==> src/rtl/instr_fetch.sv <==
// -----------------------------------------------------------------------------
// instr_fetch
//
// Instruction fetch unit with a 2-entry prefetch FIFO. It issues word reads to
// the instruction memory, queues {pc, instr} pairs for decode, and handles
// branch redirects from execute, including discarding a response that is
// already in flight when the redirect arrives.
//
// Parameters
//   RESET_PC       first fetch address after reset
//
// Ports
//   clk_i          clock, all state changes on the rising edge
//   rst_i          synchronous active-high reset
//   imem_req_o     instruction memory read request
//   imem_addr_o    word-aligned read address, stable while the request is open
//   imem_ack_i     read completes this cycle
//   imem_data_i    read data, sampled when imem_ack_i is high
//   redirect_i     branch-taken redirect, highest priority event
//   redirect_pc_i  redirect target (low two bits ignored)
//   instr_valid_o  FIFO head holds an instruction for decode
//   instr_ready_i  decode accepts the head instruction
//   instr_o        instruction word at the FIFO head (0 when empty)
//   opcode_o       instr_o[6:0]
//   pc_o           PC of instr_o (0 when empty)
//   illegal_o      head opcode is not in the supported set
// -----------------------------------------------------------------------------
module instr_fetch #(
    parameter logic [31:0] RESET_PC = 32'h0000_0000
) (
    input  logic        clk_i,
    input  logic        rst_i,
    output logic        imem_req_o,
    output logic [31:0] imem_addr_o,
    input  logic        imem_ack_i,
    input  logic [31:0] imem_data_i,
    input  logic        redirect_i,
    input  logic [31:0] redirect_pc_i,
    output logic        instr_valid_o,
    input  logic        instr_ready_i,
    output logic [31:0] instr_o,
    output logic [6:0]  opcode_o,
    output logic [31:0] pc_o,
    output logic        illegal_o
);

    typedef enum logic [1:0] {
        StIdle,
        StReq,
        StDrop
    } state_t;

    state_t      state;
    logic [31:0] fetch_pc;     // next address to fetch on the live path
    logic [31:0] req_addr;     // address of the request currently on the bus
    logic        req_active;

    logic [31:0] fifo_pc    [2];
    logic [31:0] fifo_instr [2];
    logic        rd_ptr;
    logic        wr_ptr;
    logic [1:0]  count;

    logic        fifo_valid;
    logic        pop;
    logic        push;
    logic [1:0]  count_after_pop;
    logic [1:0]  count_next;
    logic [31:0] redirect_target;
    logic [31:0] fetch_pc_inc;
    logic [31:0] head_pc;
    logic [31:0] head_instr;
    logic        opcode_supported;

    // -------------------------------------------------------------------------
    // Next-state helpers
    // -------------------------------------------------------------------------
    always_comb begin
        fifo_valid      = (count != 2'd0);
        pop             = fifo_valid & instr_ready_i;
        // A response returning alongside a redirect belongs to the old path.
        push            = (state == StReq) & imem_ack_i & ~redirect_i;
        count_after_pop = count - {1'b0, pop};
        count_next      = count_after_pop + {1'b0, push};
        redirect_target = redirect_pc_i & 32'hFFFF_FFFC;
        fetch_pc_inc    = fetch_pc + 32'd4;
    end

    // -------------------------------------------------------------------------
    // Control FSM, fetch PC and FIFO storage
    // -------------------------------------------------------------------------
    always_ff @(posedge clk_i) begin
        if (rst_i) begin
            state      <= StIdle;
            fetch_pc   <= RESET_PC;
            req_addr   <= RESET_PC;
            req_active <= 1'b0;
            rd_ptr     <= 1'b0;
            wr_ptr     <= 1'b0;
            count      <= 2'd0;
            for (int i = 0; i < 2; i++) begin
                fifo_pc[i]    <= 32'h0;
                fifo_instr[i] <= 32'h0;
            end
        end else if (redirect_i) begin
            // Flush wins over any pop or push this cycle.
            rd_ptr   <= 1'b0;
            wr_ptr   <= 1'b0;
            count    <= 2'd0;
            fetch_pc <= redirect_target;
            unique case (state)
                StIdle: begin
                    state <= StIdle;
                end
                StReq: begin
                    if (imem_ack_i) begin
                        state      <= StIdle;
                        req_active <= 1'b0;
                    end else begin
                        // Keep the old request on the bus until it completes.
                        state <= StDrop;
                    end
                end
                StDrop: begin
                    if (imem_ack_i) begin
                        state      <= StIdle;
                        req_active <= 1'b0;
                    end
                end
                default: begin
                    state      <= StIdle;
                    req_active <= 1'b0;
                end
            endcase
        end else begin
            if (push) begin
                fifo_pc[wr_ptr]    <= fetch_pc;
                fifo_instr[wr_ptr] <= imem_data_i;
                wr_ptr             <= ~wr_ptr;
            end
            if (pop) begin
                rd_ptr <= ~rd_ptr;
            end
            count <= count_next;

            unique case (state)
                StIdle: begin
                    // Only start a fetch that is guaranteed a free slot.
                    if (count_after_pop != 2'd2) begin
                        state      <= StReq;
                        req_active <= 1'b1;
                        req_addr   <= fetch_pc;
                    end
                end
                StReq: begin
                    if (imem_ack_i) begin
                        fetch_pc <= fetch_pc_inc;
                        if (count_next != 2'd2) begin
                            req_addr <= fetch_pc_inc;
                        end else begin
                            state      <= StIdle;
                            req_active <= 1'b0;
                        end
                    end
                end
                StDrop: begin
                    if (imem_ack_i) begin
                        state      <= StIdle;
                        req_active <= 1'b0;
                    end
                end
                default: begin
                    state      <= StIdle;
                    req_active <= 1'b0;
                end
            endcase
        end
    end

    // -------------------------------------------------------------------------
    // Outputs
    // -------------------------------------------------------------------------
    always_comb begin
        head_pc    = fifo_pc[rd_ptr];
        head_instr = fifo_instr[rd_ptr];

        imem_req_o    = req_active;
        imem_addr_o   = req_addr;
        instr_valid_o = fifo_valid;
        instr_o       = fifo_valid ? head_instr : 32'h0;
        pc_o          = fifo_valid ? head_pc : 32'h0;
        opcode_o      = instr_o[6:0];

        case (opcode_o)
            7'b0010011,  // OP-IMM
            7'b0110011,  // OP
            7'b1100011,  // BRANCH
            7'b0000011,  // LOAD
            7'b0100011,  // STORE
            7'b1010111:  // OP-V
                opcode_supported = 1'b1;
            default:
                opcode_supported = 1'b0;
        endcase

        illegal_o = fifo_valid & ~opcode_supported;
    end

endmodule

==> config.mk <==
export PLATFORM = sky130hd
export DESIGN_NAME = instr_fetch
export DESIGN_NICKNAME = d
export VERILOG_FILES = /design/src/rtl/instr_fetch.sv
export SDC_FILE = /design/constraint.sdc
export NUM_CORES = 1
export LEC_CHECK = 0
export CAP_MARGIN = 20
export CORE_AREA = 2 2 144 146
export CTS_CLUSTER_DIAMETER = 120
export DETAILED_ROUTE_END_ITERATION = 16
export DIE_AREA = 0 0 146 148
export PLACE_DENSITY = 0.77
export SETUP_SLACK_MARGIN = 0.2
export SYNTH_ARGS = -nofsm -noshare
export SYNTH_HDL_FRONTEND = slang
export SYNTH_SLANG_ARGS = --single-unit
==> constraint.sdc <==
create_clock -name clk_i -period 7.3 [get_ports clk_i]
set_input_delay 2.19 -clock clk_i [delete_from_list [all_inputs] [get_ports clk_i]]
set_output_delay 2.19 -clock clk_i [all_outputs]
set_load 0.05 [all_outputs]
==> results.sh <==
export IMPL_clock_sinks=192
export IMPL_ctsRootBufferMaster="clkbuf_16"
export IMPL_syn_inst=893
export IMPL_worst_slew_pin_slew_ns=1.03
export IMPL_hpwl_mm=14.5
export IMPL_leakagePower_uw=0.00393
export IMPL_start_kind="flop"
export IMPL_slew_violations=0
export IMPL_post_cts_setup_buffer_count=0
export IMPL_synth_avg_cell_area_um2=10.6
export IMPL_crit_path_end_kind="output port"
export IMPL_wire_per_inst_um=17.4
export IMPL_synth_edf_count=124
export IMPL_ys_types=54
export IMPL_nNetsFinal=1077
export IMPL_rsz0062_at_grt="no"
export IMPL_ys_async_sr_fraction_pct=0
export IMPL_rows=52
export IMPL_cp_data_arrival_time_ns=2.95
export IMPL_final_cell_mix="clkdlybuf4s50_1, nor2_1, and2_1"
export IMPL_antenna_found_initial=0
export IMPL_clock_skew_ns=0.0115
export IMPL_ys_flop_type="edfxtp_1"
export IMPL_drt_first_pass_iters=5
export IMPL_overflow=0
export IMPL_required_ns=5.11
export IMPL_start_util_pct=47.2
export IMPL_period_needed_ns=5.14
export IMPL_critPathMaxFanout=45
export IMPL_cts_tree="yes"
export IMPL_drt_antenna_violating_nets=0
export IMPL_hold_buffers=0
export IMPL_dieArea_um2=21600
export IMPL_finalNonFillerCells=1285
export IMPL_yosys_top_cells_area="edfxtp_1, dfxtp_1, and2_1"
export IMPL_synth_area_leader_cell="edfxtp_1"
export IMPL_finalSetupTns_ns=0
export IMPL_status="completed"
export IMPL_max_freq_mhz=195
export IMPL_finalSetupViolCount=0
export IMPL_ioPinCount=175
export IMPL_ys_seq_area_share_pct=53.7
export IMPL_syn_to_final_growth_pct=24.0
export IMPL_die_x_um=146
export IMPL_peakVddDrop_mv=0.162
export IMPL_clkTransAtPathRegs_ns=0.08
export IMPL_drive_above_1_share_pct=6.70
export IMPL_synth_seq_cells=192
export IMPL_power_density_nw_per_um2=210
export IMPL_drt_wl_total_mm=22.4
export IMPL_dr_first_iter_drc_count=572
export IMPL_grt_util_all_layers_pct=20.6
export IMPL_syn_area_um2=9470
export IMPL_critPathKind="flop to output port"
export IMPL_ctsResizeCount=0
export IMPL_cts_htree_levels=4
export IMPL_hp_class="flop to flop"
export IMPL_insertion_delay_ns=0.43
export IMPL_fillerInstances=1708
export IMPL_core_area_um2=20000
export IMPL_num_vias=6878
export IMPL_grt_start_max_net_pins=64
export IMPL_hold_viol=0
export IMPL_drv_cap=0
export IMPL_cts_buffers=17
export IMPL_final_common_cell="clkdlybuf4s50_1"
export IMPL_grt_pass1_vias=6732
export IMPL_synth_warnings=0
export IMPL_routabilityCongestion=0.918
export IMPL_io_buffers=168
export IMPL_clk_path_buf_depth=2
export IMPL_routed_via_density=5.35
export IMPL_drcViolationCount=0
export IMPL_rrSetupSlack_ns=3.23
export IMPL_grt_pass1_wl_mm=35.1
export IMPL_netlist_area_leader_share_pct=39.3
export IMPL_placed_cells=1253
export IMPL_die_h_um=148
export IMPL_antenna_cells=0
export IMPL_slew_headroom_pct=30.8
export IMPL_timing_final_crit_share_pct=70.3
==> path summary, 6_finish.rpt <==
kind	from	to	cells past startpoint
worst max register to register	count[1]	imem_addr_o[19]	12
worst min-delay path	imem_addr_o[14]	imem_addr_o[14]	2
worst max-delay path	flop	pc_o[5]	4
worst min register to register	imem_addr_o[14]	imem_addr_o[14]	2
==> synth_stat cells (5+ instances only) <==
cell,number
nor4_1,7
nor3_2,5
buf_1,10
mux2i_1,66
ha_1,6
dfxtp_1,68
nor2_1,135
buf_4,13
xnor2_1,30
o21ai_0,7
nor4_2,5
a211oi_1,45
a21oi_1,11
clkbuf_1,50
inv_1,14
xor2_1,25
nor3_1,10
or3_1,5
and2_1,127
edfxtp_1,124
buf_2,12
nand4_1,17
nand3_1,24
and3_1,5
nand2_1,25
==> registers in the layout, summed over array words and instances (netlist names), named ones only <==
register and cells:
count 2, fetch_pc 30, fifo_instr 64, fifo_pc 60
imem_addr_o 30, imem_req_o 1, rd_ptr 1, state 2
wr_ptr 1
==> logic make-up after synthesis <==
| family | synth area share (%) |
|---|---|
| flip-flops | 53.7 |
| AND/OR/NAND/NOR | 21.3 |
| buffers and inverters | 5.05 |
| adder cells (fa/ha/maj) | 0.793 |
| other | 0.0396 |
| XOR/XNOR | 5.33 |
| multiplexers | 7.10 |
| AO/OA/AOI/OAI | 6.62 |
==> layout make-up <==
class | count | area (µm²) | share of cell area [%]
flip-flops and latches | 192 | 5090 | 43.3
well taps | 270 | 338 | 2.88
clock buffers | 17 | 425 | 3.62
inverters | 14 | 52.6 | 0.448
repair buffers | 178 | 1760 | 15.0
multi-input cells | 599 | 3940 | 33.6
clock inverters | 15 | 129 | 1.10
==> power breakdown <==
part | internal, µW | switching [µW]
Clock | 446 | 425
Sequential | 1210 | 46.7
Combinational | 125 | 208
Total | 1780 | 679
==> stage by stage <==
stage / total power [µW] / setup WS, ns / utilization [%] / hold slack, ns / cell area (µm²)
6_report: 2460 / 2.16 / 58.6 / 0.504 / 11700
5_1_grt: 2550 / 1.94 / 58.6 / 0.527 / 11700
4_1_cts: 2480 / 2.10 / 58.6 / 0.506 / 11700
3_5_place_dp: 1620 / 1.69 / 55.8 / 0.488 / 11200
3_3_place_gp: 1610 / 1.77 / 55.8 / 0.491 / 11200
2_1_floorplan: 1490 / 1.43 / - / 0.481 / 9480
==> critical path: stages, from the launching register on <==
cell             delay, ns
dfxtp_4               0.56
buf_4                 0.72
mux2i_1               0.20
nor2_1                0.15
clkdlybuf4s50_1       0.85
==> routing by layer <==
metal / up-vias / wire (µm) / part of all wire, % / GRT usage, %
li1: 3309 / - / - / -
met1: 3269 / 9700 / 43 / 27.1
met2: 263 / 10900 / 49 / 35.0
met3: 37 / 1280 / 5.7 / 3.46
met4: 0 / 479 / 2.1 / 6.75
met5: - / 0 / 0 / 0
Power figures use the tool's default switching activity.
